### config.mk
export PLATFORM = sky130hd
export DESIGN_NAME = pipe_ctrl
export DESIGN_NICKNAME = d
export VERILOG_FILES = /design/src/rtl/pipe_ctrl_pkg.sv /design/src/rtl/pipe_ctrl_sat_counter.sv /design/src/rtl/pipe_ctrl.sv
export SDC_FILE = /design/constraint.sdc
export NUM_CORES = 1
export LEC_CHECK = 0
export ABC_AREA = 1
export CAP_MARGIN = 20
export CORE_MARGIN = 4
export CORE_UTILIZATION = 34
export DETAILED_ROUTE_END_ITERATION = 7
export PLACE_DENSITY = 0.81
export SYNTH_ARGS = -nofsm -noshare
export SYNTH_HDL_FRONTEND = slang
export SYNTH_SLANG_ARGS = --single-unit
### constraint.sdc
create_clock -name clk -period 1.5 [get_ports clk]
set_input_delay 0.45 -clock clk [delete_from_list [all_inputs] [get_ports clk]]
set_output_delay 0.45 -clock clk [all_outputs]
set_load 0.02 [all_outputs]
### src/rtl/pipe_ctrl_pkg.sv
// Shared definitions for the pipeline stall/flush sequencer: memory-wait FSM
// encoding, default sizes and the freeze/flush control bundle with its decoder.
package pipe_ctrl_pkg;

  localparam int MEM_TIMEOUT_DEF = 64;
  localparam int CNT_W_DEF       = 32;

  typedef enum logic [1:0] {
    IDLE = 2'd0,
    WAIT = 2'd1,
    DONE = 2'd2
  } mem_state_t;

  // Field order is fixed: freezes from the front of the pipe backwards, then flushes, then PC select.
  typedef struct packed {
    logic freeze_pc;
    logic freeze_if;
    logic freeze_id;
    logic freeze_mem;
    logic flush_if;
    logic flush_id;
    logic pc_sel;
  } ctrl_t;

  // A memory stall outranks a taken branch, which outranks a load-use bubble.
  function automatic ctrl_t decode_ctrl(input logic mem_stall, input logic b_exe,
                                        input logic hazard);
    ctrl_t c;
    c = '0;
    if (mem_stall) begin
      c.freeze_pc  = 1'b1;
      c.freeze_if  = 1'b1;
      c.freeze_id  = 1'b1;
      c.freeze_mem = 1'b1;
    end else if (b_exe) begin
      c.flush_if = 1'b1;
      c.flush_id = 1'b1;
      c.pc_sel   = 1'b1;
    end else if (hazard) begin
      c.freeze_pc = 1'b1;
      c.freeze_if = 1'b1;
      c.flush_id  = 1'b1;
    end
    return c;
  endfunction

endpackage

### src/rtl/pipe_ctrl_sat_counter.sv
// Width-parameterised saturating up-counter used for the pipeline performance counters.
module sat_counter #(
  parameter int WIDTH = 32
) (
  input  logic             clk,
  input  logic             rst,
  input  logic             inc,
  output logic [WIDTH-1:0] count
);

  always_ff @(posedge clk or posedge rst) begin
    if (rst) begin
      count <= '0;
    end else if (inc && (count != {WIDTH{1'b1}})) begin
      count <= count + WIDTH'(1);
    end
  end

endmodule

### src/rtl/pipe_ctrl.sv
// Stall/flush sequencer for the 5-stage pipeline with the SRAM memory-wait FSM.
// Define PIPE_CTRL_PERF_EN to build the stall/flush performance counters.
module pipe_ctrl
  import pipe_ctrl_pkg::*;
#(
  parameter int MEM_TIMEOUT = MEM_TIMEOUT_DEF,
  parameter int CNT_W       = CNT_W_DEF
) (
  input  logic             clk,
  input  logic             rst,
  input  logic             hazard,
  input  logic             B_EXE,
  input  logic             mem_req,
  input  logic             mem_ready,
  output logic             mem_go,
  output logic             freeze_pc,
  output logic             freeze_if,
  output logic             freeze_id,
  output logic             freeze_mem,
  output logic             flush_if,
  output logic             flush_id,
  output logic             pc_sel,
  output logic             mem_err,
  output logic [CNT_W-1:0] stall_cnt,
  output logic [CNT_W-1:0] flush_cnt
);

  localparam int WAIT_W = (MEM_TIMEOUT > 2) ? $clog2(MEM_TIMEOUT) : 1;
  localparam logic [WAIT_W-1:0] WAIT_LAST = WAIT_W'(MEM_TIMEOUT - 1);

  mem_state_t        state;
  logic [WAIT_W-1:0] wait_cnt;
  logic              mem_stall;
  ctrl_t             ctrl;

  // The request is honoured in the same cycle it appears, so IDLE already stalls.
  assign mem_stall = (state == WAIT) || ((state == IDLE) && mem_req);
  assign mem_go    = mem_stall;
  assign ctrl      = decode_ctrl(mem_stall, B_EXE, hazard);

  assign freeze_pc  = ctrl.freeze_pc;
  assign freeze_if  = ctrl.freeze_if;
  assign freeze_id  = ctrl.freeze_id;
  assign freeze_mem = ctrl.freeze_mem;
  assign flush_if   = ctrl.flush_if;
  assign flush_id   = ctrl.flush_id;
  assign pc_sel     = ctrl.pc_sel;

  // DONE is a forced one-cycle release so a back-to-back access is seen fresh in IDLE.
  always_ff @(posedge clk or posedge rst) begin
    if (rst) begin
      state    <= IDLE;
      wait_cnt <= '0;
      mem_err  <= 1'b0;
    end else begin
      case (state)
        IDLE: begin
          if (mem_req) begin
            state    <= WAIT;
            wait_cnt <= '0;
          end
        end
        WAIT: begin
          if (mem_ready) begin
            state <= DONE;
          end else if (wait_cnt == WAIT_LAST) begin
            mem_err <= 1'b1;
            state   <= DONE;
          end else begin
            wait_cnt <= wait_cnt + WAIT_W'(1);
          end
        end
        DONE:    state <= IDLE;
        default: state <= IDLE;
      endcase
    end
  end

`ifdef PIPE_CTRL_PERF_EN
  logic any_freeze;
  assign any_freeze = ctrl.freeze_pc | ctrl.freeze_if | ctrl.freeze_id | ctrl.freeze_mem;

  sat_counter #(.WIDTH(CNT_W)) u_stall_cnt (
    .clk   (clk),
    .rst   (rst),
    .inc   (any_freeze),
    .count (stall_cnt)
  );

  sat_counter #(.WIDTH(CNT_W)) u_flush_cnt (
    .clk   (clk),
    .rst   (rst),
    .inc   (ctrl.pc_sel),
    .count (flush_cnt)
  );
`else
  assign stall_cnt = '0;
  assign flush_cnt = '0;
`endif

endmodule
==> flow_summary.json, run 1 <==
{
  "run_status": "finished with violations",
  "failed_checks": "negative setup slack",
  "place_area_um2": 1010,
  "growth_of_design_area_from_synthesis_to_finish_pct": 0.120,
  "syn-mean-instance-area_um2": 7.67,
  "first_pass_detailed_route_iteration_total": 4,
  "timing_worst_setup_path_type": "reg2out",
  "route.layer.met1.wl_um": 537,
  "globalplace.congestion": 0.810,
  "n_antenna_cell": 0,
  "setup_violations": 8,
  "worst-path-max-fanout": 3,
  "timing_hold_violations_final": 0,
  "final.period_utilization": 1.12,
  "worstPathCellList": "o21ai_4 -> inv_4 -> o21a_4 -> buf_6",
  "groute.usage.overall": 0.0730,
  "synth.yosys.warnings": 0,
  "min_period_ps": 1680,
  "clk_root_buffer_cell": "clkbuf_4",
  "synth.mux.area_fraction": 0,
  "critPathCaptureType": "primary output",
  "post-dp-hpwl_mm": 1.43,
  "fin_worst_skew_ps": 6.06,
  "drt-total-wl_mm": 1.62,
  "postCtsSetupBuffers": 0,
  "nFillCells": 312,
  "yosys.area_share.adder": 0.0120,
  "drc_errors": 0,
  "num_rows": 19,
  "synth.distinct_cells": 19,
  "cp_num_buf_inv": 2,
  "finalWorstSetupSlack_ps": -175,
  "die_area_um2": 4020,
  "max-cap-violations": 0,
  "postRouteAntennaNets": 0,
  "start_util": 0.366,
  "critical_path.max_stage_delay_ps": 400,
  "grt_first_pass_wirelength_mm": 2.28,
  "design.portCount": 79,
  "antenna_found_initial": 0,
  "synth_top_family_by_area": "buffers and inverters",
  "mappedNetlistArea_um2": 1040,
  "worst_ep_arrival_time_ps": 1230,
  "synth-seq-area-share": 0.216,
  "critPathTopFamily": "flip-flops",
  "cts_buffers": 3,
  "power.ir.vdd_worst_mv": 0.500,
  "grt-ovfl-total": 0,
  "synth_cells": 136,
  "route.top_layer_used": "met4",
  "detail_route.iter0.violations": 17,
  "largest_net_degree_at_the_start_of_global_routing": 10,
  "power.static_leakage_nw": 0.609,
  "total_of_flip_flops_plus_latches_after_synthesis": 9,
  "synthSimpleGateAreaFrac": 0.210,
  "power_per_cell_area_nw_per_um2": 1320,
  "compound_gate_portion_of_the_synthesized_area": 0.0288,
  "port-buffer-count": 14,
  "met2WireLength_um": 859,
  "wl_per_cell_um": 8.72,
  "via_count": 668,
  "post_synth_xor_area_fraction": 0.00839,
  "max_freq_mhz": 597,
  "grt_pass1_vias": 510,
  "worst_hold_path_type": "in2async",
  "clock_sinks": 9,
  "core_area_um2": 2850,
  "share_of_cells_above_drive_strength_1": 0.206,
  "timing.critical_path.slowest_stage_cell": "dfrtp_1",
  "cts.reportedPaths.clkPinSlew_ps": 60,
  "clock_insertion_delay_worst_skew_ps": 260,
  "layout_cell_area_excl_fill_um2": 1040,
  "rsz0062_at_grt": "yes",
  "cts-htree-levels": 1,
  "met3RoutedLength_um": 194,
  "chipWidth_um": 63.4,
  "routed_via_density": 3.59,
  "worstPathRequired_ps": 1050,
  "timing.critical_path.from_type": "flop",
  "layout.nets": 163,
  "die_height_um": 63.4,
  "hold_slack_ps": 449,
  "largest_buffer_count_on_any_clock_path": 2,
  "cts_tree": "yes",
  "timing_max_transition_violations_final": 0
}
-- synthesized netlist by cell type --
library cell  count  share of area
buf_4            68           0.49
nand2_1          15          0.054
nand3_1          11          0.053
dfrtp_1           9           0.22
inv_1             9          0.032
nor2_1            5          0.018
nand2_2           3          0.018
nand2_4           3          0.032
nor2_2            2          0.012
o21ai_0           2         0.0096
conb_1            1         0.0036
ha_1              1          0.012
nand3b_1          1         0.0072
nor2_4            1          0.011
nor3_1            1         0.0048
o21a_1            1         0.0072
o21ai_1           1         0.0048
o21bai_1          1         0.0072
xnor2_1           1         0.0084
-- where the power goes --
part | internal [mW] | switching, mW | total (mW)
registers | 0.292 | 0.0394 | 0.331
logic | 0.331 | 0.529 | 0.860
clock network | 0.102 | 0.0819 | 0.184
total | 0.725 | 0.650 | 1.38
-- sequential cells by signal, summed over array words and instances, names as in the netlist --
name,cells
wait_cnt,6
mem_err,1
state,2
-- final cells by class --
cell class,instances,area [um^2],area share
inverter,9,36.3,0.0347
tap,31,38.8,0.0371
multi-input combinational,113,532,0.509
sequential,9,225,0.216
timing repair buffer,20,186,0.178
clock buffer,4,26.3,0.0251
-- per-stage QoR --
step / setup slack [ps] / cells / power [mW] / setup TNS (ps) / util
floorplan: -14.8 / 199 / 1.06 / -16.8 / -
global placement: -846 / 182 / 1.15 / -6780 / 0.356
detailed placement: -891 / 182 / 1.16 / -7080 / 0.356
CTS: -200 / 186 / 1.37 / -1230 / 0.364
global route: -211 / 186 / 1.47 / -1310 / 0.366
finish: -175 / 186 / 1.38 / -954 / 0.366
-- worst paths after layout --
| path | startpoint | to | slack (ps) | cells after the start |
|---|---|---|---|---|
| worst min register to register | mem_err | mem_err | 470 | 1 |
| min in group clk | mem_err | mem_err | 470 | 1 |
| worst max register to register | wait_cnt[0] | wait_cnt[5] | 250 | 6 |
| worst min-delay path | rst | wait_cnt[3] | 450 | 2 |
| max in group asynchronous | rst | wait_cnt[0] | 790 | 2 |
| worst max-delay path | state[0] | freeze_pc | -180 | 4 |
-- worst register-to-register path, cell delays in order (launching register included) --
cell,delay (ps)
dfrtp_1,400
ha_1,240
nand3_1,110
nor2_1,50
nor2_2,220
nand3_1,110
nand2_1,70
-- cells in the final DEF, fill, tap and decap left out, drive strengths merged --
| cell | netlist | routed |
|---|---|---|
| dfrtp | 9 | 9 |
| clkdlybuf4s50 | 0 | 2 |
| clkbuf | 0 | 5 |
| nor2 | 8 | 8 |
| inv | 9 | 9 |
| xnor2 | 1 | 1 |
| nand3b | 1 | 1 |
| nand2 | 21 | 21 |
| o21ai | 3 | 3 |
| buf | 68 | 14 |
| ha | 1 | 1 |
| nand3 | 11 | 11 |
| dlygate4sd2 | 0 | 3 |
| o21a | 1 | 1 |
| conb | 1 | 64 |
| o21bai | 1 | 1 |
| nor3 | 1 | 1 |
-- timing repair --
action / 4_1_cts / 5_1_grt
hold buffers: 0 / 0
pin swaps: 2 / 1
resized for setup: 52 / 5
endpoints found under the setup margin: 9 / 8
cloned: 0 / 0
-- kinds of logic after synthesis --
family          after synthesis
buf+inv                      77
simple gates                 42
flops                         9
compound gates                5
xor+xnor                      1
fa+ha+maj                     1
other cells                   1
-- layer usage --
metal  up-vias  global-route usage
li1        324                   -
met1       297              0.0768
met2        45               0.125
met3         2              0.0213
met4         0              0.0485
met5         -                   0
No activity file was read; power rests on OpenSTA's default activity.
==> inputs of run 2 (changes only) <==
- MAX_ROUTING_LAYER: default -> met4
==> results of run 2 <==
Same layout as run 1: the final DEF is identical, and so are final timing and power.
Among the figures that moved: final weighted congestion in routability-driven placement 0.810 -> 0.822; overall routing resource usage 0.0730 -> 0.0750
